**src/rtl/pc_ras.sv**
```systemverilog
`default_nettype none
// ============================================================================
// pc_ras : program counter with a return-address stack (call/ret) and flags
// Rev 1.0
// ============================================================================
module pc_ras #(
  parameter int W       = 16,
  parameter int DEPTH   = 8,
  parameter int STEP    = 1,
  parameter int RST_VEC = 0
) (
  input  logic                     clk,
  input  logic                     rst,
  input  logic                     ld,
  input  logic                     inc,
  input  logic                     br,
  input  logic                     call,
  input  logic                     ret,
  input  logic                     flush,
  input  logic                     clr_err,
  input  logic [W-1:0]             target,
  input  logic [W-1:0]             br_off,
  output logic [W-1:0]             pc,
  output logic [W-1:0]             pc_next,
  output logic [$clog2(DEPTH):0]   sp,
  output logic                     full,
  output logic                     empty,
  output logic                     err
);

  localparam int c_AW  = $clog2(DEPTH);
  localparam int c_SPW = c_AW + 1;

  logic [W-1:0]     r_pc;
  logic [W-1:0]     r_stack [DEPTH];
  logic [c_SPW-1:0] r_sp;
  logic             r_err;

  logic [W-1:0]     w_pc_sel;
  logic [W-1:0]     w_pc_inc;
  logic [W-1:0]     w_top;
  logic [c_SPW-1:0] w_sp_nxt;
  logic [c_AW-1:0]  w_push_idx;
  logic [c_AW-1:0]  w_top_idx;
  logic             w_full;
  logic             w_empty;
  logic             w_pop;
  logic             w_push;
  logic             w_ovf;
  logic             w_unf;

  assign w_full     = (r_sp == c_SPW'(DEPTH));
  assign w_empty    = (r_sp == '0);
  assign w_pc_inc   = r_pc + W'(STEP);
  assign w_push_idx = r_sp[c_AW-1:0];
  assign w_top_idx  = w_push_idx - c_AW'(1);
  assign w_top      = r_stack[w_top_idx];

  // ret outranks call, so a call only counts as a push/overflow when ret is low
  always_comb begin
    w_pop    = ret & ~w_empty;
    w_unf    = ret & w_empty;
    w_push   = ~ret & call & ~w_full & ~flush;
    w_ovf    = ~ret & call & w_full;
    w_pc_sel = r_pc;
    w_sp_nxt = r_sp;

    if (ret) begin
      if (w_pop) w_pc_sel = w_top;
    end else if (call) begin
      w_pc_sel = target;
    end else if (ld) begin
      w_pc_sel = target;
    end else if (br) begin
      w_pc_sel = r_pc + br_off;
    end else if (inc) begin
      w_pc_sel = w_pc_inc;
    end

    if (flush)       w_sp_nxt = '0;
    else if (w_pop)  w_sp_nxt = r_sp - c_SPW'(1);
    else if (w_push) w_sp_nxt = r_sp + c_SPW'(1);
  end

  always_ff @(posedge clk or posedge rst) begin
    if (rst) begin
      r_pc  <= W'(RST_VEC);
      r_sp  <= '0;
      r_err <= 1'b0;
    end else begin
      r_pc <= w_pc_sel;
      r_sp <= w_sp_nxt;
      if (w_ovf | w_unf) r_err <= 1'b1;
      else if (clr_err)  r_err <= 1'b0;
    end
  end

  // Stack storage is deliberately not reset; entries at or above sp are dead.
  always_ff @(posedge clk) begin
    if (w_push && !rst) r_stack[w_push_idx] <= w_pc_inc;
  end

  assign pc      = r_pc;
  assign pc_next = rst ? W'(RST_VEC) : w_pc_sel;
  assign sp      = r_sp;
  assign full    = w_full;
  assign empty   = w_empty;
  assign err     = r_err;

endmodule
`default_nettype wire

```
**config.mk**
```make
export PLATFORM = sky130hd
export DESIGN_NAME = pc_ras
export DESIGN_NICKNAME = d
export VERILOG_FILES = /design/src/rtl/pc_ras.sv
export SDC_FILE = /design/constraint.sdc
export NUM_CORES = 1
export LEC_CHECK = 0
export ABC_CLOCK_PERIOD_IN_PS = 3500
export CAP_MARGIN = 20
export CELL_PAD_IN_SITES_DETAIL_PLACEMENT = 0
export CELL_PAD_IN_SITES_GLOBAL_PLACEMENT = 1
export CORE_MARGIN = 5
export CORE_UTILIZATION = 43
export DETAILED_ROUTE_END_ITERATION = 12
export HOLD_SLACK_MARGIN = 0.08
export PLACE_DENSITY_LB_ADDON = 0.2
export SLEW_MARGIN = 25
export SYNTH_ARGS = -nofsm -noshare
export SYNTH_HDL_FRONTEND = slang
export SYNTH_SLANG_ARGS = --single-unit
```
**constraint.sdc**
```tcl
create_clock -name clk -period 3.5 [get_ports clk]
set_clock_uncertainty 0.1 [all_clocks]
set_input_delay 0.7 -clock clk [delete_from_list [all_inputs] [get_ports clk]]
set_output_delay 0.7 -clock clk [all_outputs]
set_load 0.02 [all_outputs]
```
==> metrics.csv, run 1 <==
metric;value;unit
outcome;finished, violations left;
violations;negative setup slack;
hold_viol_final;0;
fin_util;0.6115;
routedWlPerCell;21.67;µm
rsz0062_at_grt;yes;
drive_above_1_share;0.3694;
seqPwrFrac;0.242;
vias;5893;
path_class;primary input to output pin;
leakagePower;4.158;nW
hp-start;err;
worstMarginPinSlew;0.7330;ns
synth_flop_cell;edfxtp_1;
syn-cell-area;7891;µm²
route.detailed.drc;0;
io_pins;80;
cts.sinks;149;
async_flop_share;0.1409;
n_antenna_cell;0;
viasPerCell;5.559;
final_max_slew_viol_count;0;
reg2regPathDepth;13;
detail-route-antenna-nets;0;
synth_simple_gate_area_frac;0.09878;
ys_ff_latch;149;
crit_fanout;4;
ir_drop;0.4422;mV
io_buffers;79;
routed_wl;22.97;mm
nFillCells;1432;
relSlewSlack;0.5078;
path_clk_slew;0.07;ns
placementRows;49;
place.gp.congestion;0.9976;
cts_tree;built;
synth_compound_area_frac;0.1162;
root_buffer;clkbuf_16;
grt_first_pass_wirelength;35.92;mm
grt_pass1_vias;6243;
grt_max_degree;21;
post-place-ws;-0.9281;ns
synth_top_family_by_area;multiplexers;
cp.arrival;2.74;ns
timing.rr.end;sp[3];
fin_nets;882;
htree_num_levels;4;
worstSetupEndpointType;output pin;
synth_edf_count;128;
setup_viol;4;
tns;-0.07724;ns
cp.required;2.70;ns
hold_path_depth;2;
period_share;1.010;
fmax;282.8;MHz
cts_made_buffers;17;
ctsHoldBuffers;0;
pwr-share-comb;0.586;
r2r-start;sp[0];
p_clk_frac;0.172;
cts_buffer_depth;2;
grt_util_all_layers;0.2180;
syn_inst;604;
netSwitchingPower;4.050;mW
syn_nets;666;
synthXorXnorAreaFrac;0.03789;
drt-initial-drc-count;361;
initial_core_util;0.4378;
holdPathEnd;err;
syn2layout_area_growth;39.67;%
setup_ws;-0.03612;ns
switching_share;0.3873;
die_x;145.5;µm
coreArea;18020;µm²
syn_avg_cell_area;13.07;µm²
yosysSeqAreaShare;0.5537;
die_area;21160;µm²
reg2reg_slack;0.97;ns
intPower;6.408;mW
startpoint_type;primary input;
dr.pass1.iters;5;
worst_skew_pair.late_latency;0.41;ns
place_hpwl;16.28;mm
synthMuxAreaShare;0.1224;
antenna_found_initial;0;
synth_fa_ha_area_frac;0.03520;
hp-class;register to register;
cap_viol_max_count;0;
die_h;145.5;µm
ys_warn_count;0;
synthDistinctLibCells;68;
p_per_area;948.9;nW/µm²
layout_min_cycle_time;3.536;ns
grt_overflow;0;
[worst max-delay path: stages]
cell	delay [ns]
dlygate4sd2_1	0.24
buf_4	0.14
ha_4	0.23
a211oi_2	0.17
buf_4	0.18
o211ai_1	0.12
buf_4	0.18
and3_1	0.14
o211ai_1	0.19
a22o_1	0.20
and2_4	0.15
buf_6	0.11
[per-layer routing]
metal	global-route usage	wire, µm	part of all wire	vias to the layer above
li1	-	-	-	2777
met5	0	0	0	-
met2	0.3642	11250	0.49	151
met1	0.2931	10300	0.45	2928
met3	0.03737	937	0.041	37
met4	0.06670	487	0.021	0
[cell families after synthesis]
family                     after synthesis
buffers and inverters                   54
AOI/OAI and AO/OA                      134
muxes                                   54
xor gates and xnor gates                32
and+or+nand+nor                        160
adders and majority gates               21
DFF                                    149
[flip-flops by register name (all words and copies together) (netlist names)]
signal   cells
pc          16
err          1
sp           4
r_stack    128
[metrics by stage]
step                instances  instance area [µm²]  hold WS, ns  total power [mW]
finish                   1060                11020       0.4523             10.46
global route             1060                11020       0.4701             11.02
CTS                      1056                10890       0.4512             10.29
detailed placement       1012                 9871       0.4356             7.823
global placement         1012                 9871       0.4287             7.778
floorplan                 604                 7914       0.5200             5.615
[worst max-delay path by stage]
stage	startpoint	end	slack, ns
after floorplan	sp[0]	pc_next[10]	0.003
after global placement	br_off[0]	pc_next[14]	-0.90
after detailed placement	br_off[0]	pc_next[14]	-0.93
after CTS	pc[0]	pc_next[14]	-0.08
after global routing	sp[0]	pc_next[12]	-0.13
final	br_off[1]	pc_next[7]	-0.04
[Yosys cell counts, types with 3 or more instances]
library cell | n | area share
a211oi_1 | 15 | 0.014
a21o_1 | 12 | 0.011
a21oi_1 | 33 | 0.021
a22o_1 | 5 | 0.0055
a31oi_1 | 5 | 0.0040
and2_1 | 8 | 0.0063
and3_1 | 3 | 0.0024
buf_1 | 3 | 0.0014
buf_2 | 12 | 0.0076
buf_6 | 5 | 0.0071
clkbuf_1 | 10 | 0.0048
clkbuf_2 | 3 | 0.0019
dfrtp_1 | 21 | 0.067
edfxtp_1 | 128 | 0.49
ha_1 | 19 | 0.030
inv_1 | 17 | 0.0081
mux2i_1 | 20 | 0.025
mux4_1 | 6 | 0.020
mux4_2 | 26 | 0.074
nand2_1 | 42 | 0.020
nand3_1 | 15 | 0.0095
nand4_1 | 9 | 0.0071
nor2_1 | 43 | 0.020
nor2b_1 | 5 | 0.0040
nor3_1 | 14 | 0.0089
nor3b_1 | 4 | 0.0038
nor4_1 | 3 | 0.0024
o211ai_1 | 13 | 0.012
o21ai_0 | 17 | 0.011
o21ai_1 | 5 | 0.0032
o31ai_1 | 3 | 0.0029
or2_2 | 4 | 0.0032
or3_1 | 3 | 0.0024
xnor2_1 | 16 | 0.018
xor2_1 | 15 | 0.017
[placed cells by master, fill, tap and decap left out, types with 5 or more instances in the layout]
master           instances
buf_4                  148
edfxtp_1               128
clkdlybuf4s50_1         50
nor2_1                  42
nand2_1                 41
mux4_2                  27
a21oi_1                 24
dfrtp_1                 20
mux2i_1                 18
clkbuf_16               17
xor2_1                  15
xnor2_1                 15
inv_1                   14
o211ai_1                13
ha_4                    13
nand3_1                 12
a21o_1                  12
o21ai_0                 12
nor3_1                  11
dlygate4sd2_1           11
a21oi_2                 10
buf_6                   10
nand4_1                  9
a211oi_2                 8
a211oi_1                 8
buf_12                   7
ha_1                     6
mux4_1                   5
a22o_1                   5
o21ai_2                  5
and2_1                   5
inv_6                    5
[power groups by stage]
stage | clock network [mW] | registers [mW] | logic, mW
global route | 1.92 | 2.55 | 6.55
global placement | 0 | 2.53 | 5.25
CTS | 1.84 | 2.52 | 5.92
detailed placement | 0 | 2.53 | 5.29
finish | 1.80 | 2.53 | 6.12
floorplan | 0 | 2.72 | 2.90
[layout make-up]
type	count	area [µm²]	share of cell area
flip-flops and latches	149	4370	0.3965
multi-input cells	401	3691	0.3349
repair buffers	233	2031	0.1842
clock buffers	17	425.4	0.03860
well taps	229	286.5	0.02600
clock inverters	13	147.6	0.01340
inverters	18	70.07	0.006357
[timing repair]
item / CTS / global route
setup endpoints to repair: 16 / 15
pin swaps: 42 / 23
setup buffers: 13 / 4
resized for setup: 154 / 32
cloned: 1 / 0
No activity file was read; power rests on OpenSTA's default activity.
==> run 2, diff against run 1 <==
--- a/config.mk
+++ b/config.mk
@@ -7,10 +7,8 @@
 export LEC_CHECK = 0
 export ABC_CLOCK_PERIOD_IN_PS = 3500
 export CAP_MARGIN = 20
-export CELL_PAD_IN_SITES_DETAIL_PLACEMENT = 0
-export CELL_PAD_IN_SITES_GLOBAL_PLACEMENT = 1
 export CORE_MARGIN = 5
-export CORE_UTILIZATION = 43
+export CORE_UTILIZATION = 50
 export DETAILED_ROUTE_END_ITERATION = 12
 export HOLD_SLACK_MARGIN = 0.08
 export PLACE_DENSITY_LB_ADDON = 0.2
==> metrics.csv, run 2 (synthesis results as in run 1) <==
metric;value;unit;change
io_pins;80;;unchanged
hold_viol_final;0;;unchanged
drt-initial-drc-count;429;;+19%
layout_min_cycle_time;3.501;ns;-0.03513 ns
cp.arrival;2.70;ns;-0.04 ns
relSlewSlack;0.4795;;-0.02827
drive_above_1_share;0.3660;;-0.003461
place.gp.congestion;0.9774;;-2.0%
die_area;18400;µm²;-13%
setup_ws;-0.0009981;ns;+0.03513 ns
p_per_area;934.0;nW/µm²;-1.6%
startpoint_type;register;;
timing.rr.end;pc[15];;
layout_common_cells;buf_4 (134), edfxtp_1 (128), clkdlybuf4s50_1 (51);;
grt_pass1_vias;6244;;+0.016%
worst_skew_pair.late_latency;0.42;ns;about the same
path_class;register to output pin;;
coreArea;15660;µm²;-13%
top_register;r_stack;;
grt_overflow;0;;unchanged
syn2layout_area_growth;38.54;%;
outcome;finished, violations left;;
cts.sinks;149;;unchanged
intPower;6.230;mW;-2.8%
routedWlPerCell;21.17;µm;-2.3%
dr.pass1.iters;5;;unchanged
violations;negative setup slack;;
initial_core_util;0.5041;;+0.06627
grt_max_degree;34;;+62%
cap_viol_max_count;0;;unchanged
cp-endpoint;pc_next[2];;
reg2reg_slack;0.53;ns;-0.44 ns
placementRows;46;;-6.1%
grt_util_all_layers;0.2447;;+0.02676
die_x;135.6;µm;-6.8%
cts_tree;built;;
period_share;1.000;;-0.01004
r2r-start;pc[1];;
cp.required;2.70;ns;about the same
crit_path_start;pc[0];;
htree_num_levels;4;;unchanged
switching_share;0.3899;;+0.002599
rsz0062_at_grt;yes;;
cts_buffer_depth;2;;unchanged
crit_fanout;2;;-2
die_h;135.6;µm;-6.8%
hp-class;register to register;;
pwr-share-comb;0.585;;about the same
seqPwrFrac;0.250;;+0.008
grt_first_pass_wirelength;33.83;mm;-5.8%
post-place-ws;-0.9027;ns;+0.02540 ns
ctsHoldBuffers;0;;unchanged
p_clk_frac;0.164;;-0.008
setup_viol;1;;-3
hold_ws;0.4317;ns;-0.02052 ns
path_clk_slew;0.06;ns;about the same
io_buffers;79;;unchanged
netSwitchingPower;3.981;mW;-1.7%
detail-route-antenna-nets;0;;unchanged
fin_util;0.6984;;+0.08689
viasPerCell;5.837;;+5.0%
layout_commonest_cell;buf_4;;
antenna_found_initial;0;;unchanged
largest_reg_flops;128;;unchanged
route.detailed.drc;0;;unchanged
root_buffer;clkbuf_16;;
fin_nets;867;;-1.7%
n_antenna_cell;0;;unchanged
worstSetupEndpointType;output pin;;
cts_made_buffers;17;;unchanged
hp-start;err;;
place_hpwl;15.06;mm;-7.5%
reg2regPathDepth;17;;+4
final_max_slew_viol_count;0;;unchanged
vias;6030;;+2.3%
ir_drop;0.4453;mV;+0.70%
fmax;285.6;MHz;+1.0%
leakagePower;4.072;nW;-2.1%
routed_wl;21.87;mm;-4.8%
worstMarginPinSlew;0.7751;ns;+0.04210 ns
run 2: changes by cell type in the layout (fill, tap and decap cells not counted), sizes merged:
cell,delta
bufinv,-1
dlygate4sd2,-2
inv,-2
dlymetal6s2s,+1
clkdlybuf4s15,+2
clkdlybuf4s50,+1
clkinvlp,+1
clkbuf,+2
buf,-18
clkinv,+2
run 2: worst max-delay path, cell delays in order, from the launching register on:
cell             delay [ns]
dfrtp_1                0.41
ha_4                   0.16
inv_2                  0.04
fa_2                   0.36
buf_4                  0.15
nor2b_1                0.12
o21ai_0                0.23
o211ai_1               0.15
a31oi_1                0.25
and2_1                 0.17
clkdlybuf4s15_2        0.26
run 2: worst min-delay path by stage:
stage	slack (ns)	end	depth (start not counted)
after floorplan	0.52	err	2
after global placement	0.42	err	2
after detailed placement	0.43	err	2
after CTS	0.44	err	2
after global routing	0.49	err	2
final	0.43	err	2
run 2: cell type report:
cell class / instances / area (µm²)
clock buffer: 18 / 429.2
clock inverter: 13 / 107.6
fill: 1063 / 4722
inverter: 18 / 70.07
multi-input combinational: 401 / 3756
sequential: 149 / 4372
tap: 216 / 270.3
timing repair buffer: 218 / 1928
run 2: power by group through the flow:
stage	clock, mW	combinational [mW]	sequential, mW
floorplan	0	2.90	2.72
global placement	0	5.02	2.53
detailed placement	0	5.12	2.54
CTS	1.71	5.68	2.54
global route	1.79	6.39	2.58
finish	1.68	5.98	2.56
run 2: repair_timing:
item	4_1_cts	5_1_grt
gates resized for setup	152	39
cloned	1	0
buffers inserted	13	3
setup endpoints to repair	16	16
pin swaps	35	20
run 2: through the flow:
step	TNS, ns	instance area [µm²]	instances	power, mW
CTS	-0.01080	10760	1031	9.936
detailed placement	-10.15	9777	987	7.661
global placement	-9.642	9777	987	7.546
global route	-0.6817	10930	1033	10.75
floorplan	0	7914	604	5.615
finish	-0.0009981	10930	1033	10.21
run 2: per-layer routing:
metal / global-route usage / share of wire / vias up
li1: - / - / 2748
met1: 0.3216 / 0.42 / 2950
met2: 0.3971 / 0.48 / 273
met3: 0.05535 / 0.070 / 59
met4: 0.09798 / 0.030 / 0
met5: 0 / 0 / -
==> run 3, diff against run 2 <==
--- a/config.mk
+++ b/config.mk
@@ -9,6 +9,7 @@
 export CAP_MARGIN = 20
 export CORE_MARGIN = 5
 export CORE_UTILIZATION = 50
+export CTS_BUF_LIST = sky130_fd_sc_hd__clkbuf_16
 export DETAILED_ROUTE_END_ITERATION = 12
 export HOLD_SLACK_MARGIN = 0.08
 export PLACE_DENSITY_LB_ADDON = 0.2
==> metrics.csv, run 3 (synthesis results as in run 1) <==
metric;value;unit;change
intPower;6.227;mW;about the same
coreArea;15660;µm²;unchanged
seqPwrFrac;0.250;;about the same
worstMarginPinSlew;0.7740;ns;-0.001114 ns
hp-class;register to register;;
violations;negative setup slack;;
route.detailed.drc;0;;unchanged
worst_skew_pair.late_latency;0.42;ns;about the same
outcome;finished, violations left;;
vias;6039;;+0.15%
leakagePower;4.076;nW;+0.10%
reg2reg_slack;0.53;ns;about the same
cp.arrival;2.70;ns;about the same
holdPathEnd;err;;
place.gp.congestion;0.9774;;unchanged
layout_commonest_cell;buf_4;;
drt-initial-drc-count;429;;unchanged
worstSetupEndpointType;output pin;;
power;10.21;mW;about the same
hold_path_depth;2;;unchanged
fin_nets;867;;unchanged
grt_first_pass_wirelength;33.83;mm;unchanged
cts_buffer_depth;2;;unchanged
htree_num_levels;4;;unchanged
grt_max_degree;34;;unchanged
path_clk_slew;0.06;ns;about the same
routed_wl;21.88;mm;about the same
routedWlPerCell;21.18;µm;about the same
timing.rr.end;pc[15];;
use_met1;0.3216;;unchanged
cts.sinks;149;;unchanged
crit_fanout;2;;unchanged
die_h;135.6;µm;unchanged
setup_viol;1;;unchanged
path_class;register to output pin;;
fmax;285.5;MHz;about the same
r2r-start;pc[1];;
grt_pass1_vias;6244;;unchanged
cap_viol_max_count;0;;unchanged
die_x;135.6;µm;unchanged
grt_use_met2;0.3971;;unchanged
period_share;1.001;;about the same
switching_share;0.3900;;about the same
met3_usage;0.05535;;unchanged
ctsHoldBuffers;0;;unchanged
io_buffers;79;;unchanged
netSwitchingPower;3.981;mW;about the same
syn2layout_area_growth;38.54;%;unchanged
top_usage_layer;met2;;
cts_made_buffers;17;;unchanged
viasPerCell;5.846;;+0.15%
die_area;18400;µm²;unchanged
drive_above_1_share;0.3660;;unchanged
detail-route-antenna-nets;0;;unchanged
hold_ws;0.4318;ns;+0.00002600 ns
hp-start;err;;
io_pins;80;;unchanged
setup_ws;-0.002701;ns;-0.001703 ns
reg2regPathDepth;17;;unchanged
dr.pass1.iters;5;;unchanged
root_buffer;clkbuf_16;;
final_max_slew_viol_count;0;;unchanged
nFillCells;1063;;unchanged
largest_reg_flops;128;;unchanged
top_register;r_stack;;
grt_overflow;0;;unchanged
startpoint_type;register;;
layout_common_cells;buf_4 (134), edfxtp_1 (128), clkdlybuf4s50_1 (51);;
layout_min_cycle_time;3.503;ns;+0.001703 ns
grt_util_all_layers;0.2447;;unchanged
p_per_area;933.7;nW/µm²;about the same
initial_core_util;0.5041;;unchanged
place_hpwl;15.06;mm;unchanged
relSlewSlack;0.4803;;+0.0007480
cts_tree;built;;
p_clk_frac;0.164;;about the same
hold_viol_final;0;;unchanged
ir_drop;0.4449;mV;about the same
fin_util;0.6984;;unchanged
n_antenna_cell;0;;unchanged
rsz0062_at_grt;yes;;
placementRows;46;;unchanged
pwr-share-comb;0.586;;about the same
post-place-ws;-0.9027;ns;unchanged
cp.required;2.70;ns;about the same
antenna_found_initial;0;;unchanged
run 3: cell count changes in the layout (fill, tap and decap cells not counted), sizes merged:
cell / previous run / this run
inv: 22 / 23
clkbuf: 20 / 19
run 3: per-layer routing:
layer,vias to the layer above,part of all wire
li1,2747,-
met2,280,0.48
met1,2953,0.42
met3,59,0.070
met4,0,0.030
met5,-,0
run 3: area by class of cell:
class	count	area, µm²	share of cell area
multi-input combinational	401	3756	0.3436
sequential	149	4372	0.3999
tap	216	270.3	0.02472
clock buffer	17	425.4	0.03891
timing repair buffer	218	1928	0.1764
inverter	18	70.07	0.006409
clock inverter	14	111.4	0.01019
run 3: worst max path at each step:
stage	from	endpoint	slack, ns	depth (start not counted)
after floorplan	sp[0]	pc_next[10]	0.003	14
after global placement	br_off[0]	pc_next[14]	-0.83	11
after detailed placement	br_off[0]	pc_next[14]	-0.90	11
after CTS	pc[0]	pc_next[10]	-0.01	11
after global routing	pc[0]	pc_next[10]	-0.13	11
final	pc[0]	pc_next[2]	-0.003	10
run 3: metrics by stage:
step | instances | setup TNS, ns | instance area [µm²]
floorplan | 604 | 0 | 7914
global placement | 987 | -9.642 | 9777
global route | 1033 | -0.6817 | 10930
CTS | 1031 | -0.01080 | 10760
finish | 1033 | -0.002701 | 10930
detailed placement | 987 | -10.15 | 9777
run 3: power groups by stage:
stage | logic, mW | clock network [mW] | registers (mW)
floorplan | 2.90 | 0 | 2.72
global placement | 5.02 | 0 | 2.53
detailed placement | 5.12 | 0 | 2.54
CTS | 5.68 | 1.71 | 2.54
global route | 6.39 | 1.78 | 2.58
finish | 5.98 | 1.68 | 2.56
run 3: timing repair:
item,in CTS,in global routing
endpoints found under the setup margin,16,16
gates cloned,1,0
setup buffers,13,3
resized for setup,152,39
pin swaps,35,20
run 3: worst max-delay path, stage by stage (launching register included):
cell	delay [ns]
dfrtp_1	0.41
ha_4	0.16
inv_2	0.04
fa_2	0.36
buf_4	0.15
nor2b_1	0.12
o21ai_0	0.23
o211ai_1	0.15
a31oi_1	0.25
and2_1	0.17
clkdlybuf4s15_2	0.26
==> patch 1, RTL diff (settings of run 1) <==
Add an input register stage for `target`; this delays it by one clock. The other inputs are not delayed to match.
--- a/src/rtl/pc_ras.sv
+++ b/src/rtl/pc_ras.sv
@@ -30,6 +30,12 @@
 
   localparam int c_AW  = $clog2(DEPTH);
   localparam int c_SPW = c_AW + 1;
+
+  logic [W-1:0] target_q;
+
+  always_ff @(posedge clk) begin
+    target_q <= target;
+  end
 
   logic [W-1:0]     r_pc;
   logic [W-1:0]     r_stack [DEPTH];
@@ -68,9 +74,9 @@
     if (ret) begin
       if (w_pop) w_pc_sel = w_top;
     end else if (call) begin
-      w_pc_sel = target;
+      w_pc_sel = target_q;
     end else if (ld) begin
-      w_pc_sel = target;
+      w_pc_sel = target_q;
     end else if (br) begin
       w_pc_sel = r_pc + br_off;
     end else if (inc) begin
Formal check against the unedited RTL: not equivalent (Yosys sat finds a counterexample within 4 cycles, from zero or initial values and one cycle with rst high).
==> patch 1 against run 1 <==
The run still ends with negative setup slack left. Sequential cell count is 16 higher. Count of clock-buffer cells in the layout is 1 higher. Total power is 0.59% lower. Worst setup slack worse by 0.043 ns. Cell area is 4.0% higher. Core utilization is 0.15 points higher. Area after synthesis is 3.3% higher. Combinational power is 4.1% lower. Register-to-register slack worse by 0.25 ns. Wire length is 0.57% lower.
==> patch 1: results <==
{
  "synth-async-reset-ratio": 0.127,
  "setup_viol": 3,
  "multi_input_comb_cells": 411,
  "cpLargestDelayFamily": "compound AO/OA/AOI/OAI gates",
  "avgSynthCellArea_um2": 13.0,
  "arrival_ns": 2.78,
  "place_ws_ns": -0.992,
  "worstPathMaxFanout": 2,
  "slew_headroom": 0.474,
  "drt_first_iter_violations": 387,
  "seq_area_frac_synth": 0.575,
  "drive_gt1_frac": 0.372,
  "nFillCells": 1448,
  "grt_pass1_wl_mm": 34.9,
  "status": "finished with violations",
  "synth_ff_type": "edfxtp_1",
  "wirelength_mm": 22.8,
  "drt_pass1_iterations": 4,
  "placed_area_um2": 10200,
  "critPathMaxStageDelay_ns": 0.40,
  "post_cts_buffers": 12,
  "multi_input_comb_area_um2": 3760,
  "gp_congestion": 0.949,
  "nNetsFinal": 904,
  "grt_pass1_vias": 6277,
  "dpl.cell_count": 1032,
  "p_leak_nw": 4.25,
  "final_cell_area_um2": 11500,
  "dp_hpwl_mm": 15.7,
  "ff_latch_area_um2": 4690,
  "failed_checks": "negative setup slack",
  "buf_share": 0.181,
  "grt_start_max_net_pins": 22,
  "worst_slack_ns": -0.0791,
  "layout.cells.non_filler": 1089,
  "nNonClkInverters": 18,
  "synth_common_cells": "128 x edfxtp_1, 52 x nand2_1, 50 x nor2_1, 44 x a21oi_1, 25 x o21ai_0",
  "cts_resized": 151,
  "clock_buffers": 18,
  "yosys-top-cells-area": "edfxtp_1 47%, dfrtp_1 6.4%, mux4_2 6.4%",
  "buffers": 229,
  "tns_ns": -0.115,
  "cp_slowest_cell": "or3b_4",
  "cts.sinks": 165,
  "grt.total_usage": 0.208,
  "clk_share": 0.0499
}
## patch 1: changes by cell type after synthesis, sizes merged, moves of 5 or more
cell | run 1 | this run
a211oi | 16 | 6
nand2 | 42 | 53
nor2 | 43 | 50
a21oi | 35 | 44
dfxtp | 0 | 16
mux2i | 20 | 15
nor4 | 4 | 11
buf | 23 | 17
a21o | 12 | 4
## patch 1: logic make-up after synthesis
| group | synth area share |
|---|---|
| AND/OR/NAND/NOR | 0.113 |
| flip-flops | 0.575 |
| AO/OA/AOI/OAI | 0.0944 |
| buffers and inverters | 0.0299 |
| multiplexers | 0.115 |
| XOR/XNOR | 0.0388 |
| adder cells (fa/ha/maj) | 0.0341 |
## patch 1: layer usage
metal	wire, um	vias up	track usage
li1	-	2839	-
met1	9580	3035	0.273
met2	11400	191	0.355
met3	1210	42	0.0331
met4	609	0	0.0704
met5	0	-	0
## patch 1: report_power, final
| group | internal, mW | total [mW] | switching (mW) |
|---|---|---|---|
| clock | 1.00 | 1.81 | 0.806 |
| combinational | 2.84 | 5.87 | 3.04 |
| sequential | 2.56 | 2.71 | 0.151 |
## patch 1: path summary, 6_finish.rpt
path,startpoint,depth (start not counted),endpoint,slack [ns]
max in group asynchronous,rst,3,sp[0]$_DFFE_PP0P_,2.25
worst min register to register,target_q[8]$_DFF_P_,2,pc[8]$_DFF_PP0_,0.43
worst max register to register,sp[0]$_DFFE_PP0P_,10,r_stack[7][6]$_DFFE_PP_,0.72
min in group asynchronous,rst,2,pc[0]$_DFF_PP0_,0.55
worst min-delay path,target_q[8]$_DFF_P_,2,pc[8]$_DFF_PP0_,0.43
worst max-delay path,br_off[1],11,pc_next[15],-0.08
==> patch 2, RTL diff (config.mk and constraints of run 1) <==
Made on the original files. Set the parameter `W` to 20 (it was 16).
--- a/src/rtl/pc_ras.sv
+++ b/src/rtl/pc_ras.sv
@@ -4,7 +4,7 @@
 // Rev 1.0
 // ============================================================================
 module pc_ras #(
-  parameter int W       = 16,
+  parameter int W       = 20,
   parameter int DEPTH   = 8,
   parameter int STEP    = 1,
   parameter int RST_VEC = 0
Interface: changed (resized br_off, pc, pc_next and target); port bits go from 80 to 96. The function was not compared with the original's and may differ.
==> patch 2 against run 1 <==
The flow still finishes with violations (negative setup slack). Area after synthesis up 24%. Cell area up 24%. Combinational power up 35%. Sequential share of layout area about the same. Via count up 22%. Highest routed layer unchanged. Core utilization down 0.25 points. Worst setup slack worse by 0.31 ns. Register-to-register slack worse by 0.45 ns. Wire length up 23%. Total power up 27%. Largest power group unchanged. Count of clock-buffer cells in the layout unchanged. Sequential cell count up 36. Clock power up 5%.
==> patch 2: results <==
{
  "grt_pass1_wl_mm": 43.5,
  "nNetsFinal": 1085,
  "synth_edf_count": 160,
  "slew_headroom": 0.509,
  "worstPathMaxFanout": 3,
  "dpl.cell_count": 1237,
  "cpLargestDelayFamily": "simple AND/OR/NAND/NOR gates",
  "arrival_ns": 3.04,
  "cp_slowest_cell": "or3_4",
  "comb-power_mw": 8.28,
  "grt_pass1_vias": 7453,
  "met2_usage": 0.362,
  "worstHoldStart": "err$_DFFE_PP0P_",
  "largest_register_ff_count": 160,
  "layout.cells.non_filler": 1308,
  "post_cts_buffers": 22,
  "io_buffers": 95,
  "drt-met1-wl_mm": 12.6,
  "dp_hpwl_mm": 19.6,
  "insertion_delay_ns": 0.44,
  "grt.total_usage": 0.220,
  "yosysWarnings": 0,
  "dr_wl_met3_mm": 1.41,
  "avgSynthCellArea_um2": 13.1,
  "wirelength_mm": 28.2,
  "grt_start_max_net_pins": 38,
  "setup.worst_path.start": "pc[0]$_DFF_PP0_",
  "pg_seq_mw": 3.08,
  "status": "finished with violations",
  "worst_slack_ns": -0.343,
  "seq_area_frac_synth": 0.557,
  "critPathMaxStageDelay_ns": 0.40,
  "placed_area_um2": 12100,
  "ys_types": 72,
  "drt_first_iter_violations": 500,
  "drive_gt1_frac": 0.399,
  "p_leak_nw": 5.04,
  "synth-async-reset-ratio": 0.135,
  "yosys-top-cells-area": "edfxtp_1 49%, mux4_2 9.0%, dfrtp_1 6.4%",
  "peakVddDrop_mv": 0.372,
  "synth_ff_type": "edfxtp_1",
  "wl_met2_mm": 13.6,
  "failed_checks": "negative setup slack",
  "gp_congestion": 0.906,
  "setup_viol": 15,
  "met1_usage": 0.307,
  "tns_ns": -2.03,
  "syn-num-nets": 821,
  "cts-htree-levels": 4,
  "place_ws_ns": -1.30,
  "cts_resized": 206,
  "grt_util_met3": 0.0328,
  "via_per_inst": 5.52,
  "design_power_total_mw": 13.3,
  "p_sw_frac": 0.389,
  "synth_common_cells": "160 x edfxtp_1, 58 x nand2_1, 53 x nor2_1, 40 x a21oi_1, 39 x mux4_2"
}
-- patch 2: layout make-up --
class | count | area, um2
multi-input combinational | 497 | 4590
fill | 1702 | 8800
sequential | 185 | 5430
tap | 285 | 357
timing repair buffer | 292 | 2670
clock inverter | 14 | 156
clock buffer | 17 | 425
inverter | 18 | 70.1
-- patch 2: path summary, 6_finish.rpt --
kind / endpoint / slack, ns / cells after the start
max reg2reg: sp[3]$_DFFE_PP0P_ / 0.52 / 14
max in group asynchronous: pc[1]$_DFF_PP0_ / 2.35 / 3
min reg2reg: err$_DFFE_PP0P_ / 0.43 / 2
min in group asynchronous: pc[12]$_DFF_PP0_ / 0.49 / 2
min: err$_DFFE_PP0P_ / 0.43 / 2
max: pc_next[18] / -0.34 / 11
-- patch 2: cells by family after synthesis --
logic type                 synth area share
and+or+nand+nor                       0.106
DFF                                   0.557
AOI/OAI and AO/OA                     0.102
muxes                                 0.125
buffers and inverters                0.0336
xor gates and xnor gates             0.0431
adders and majority gates            0.0336
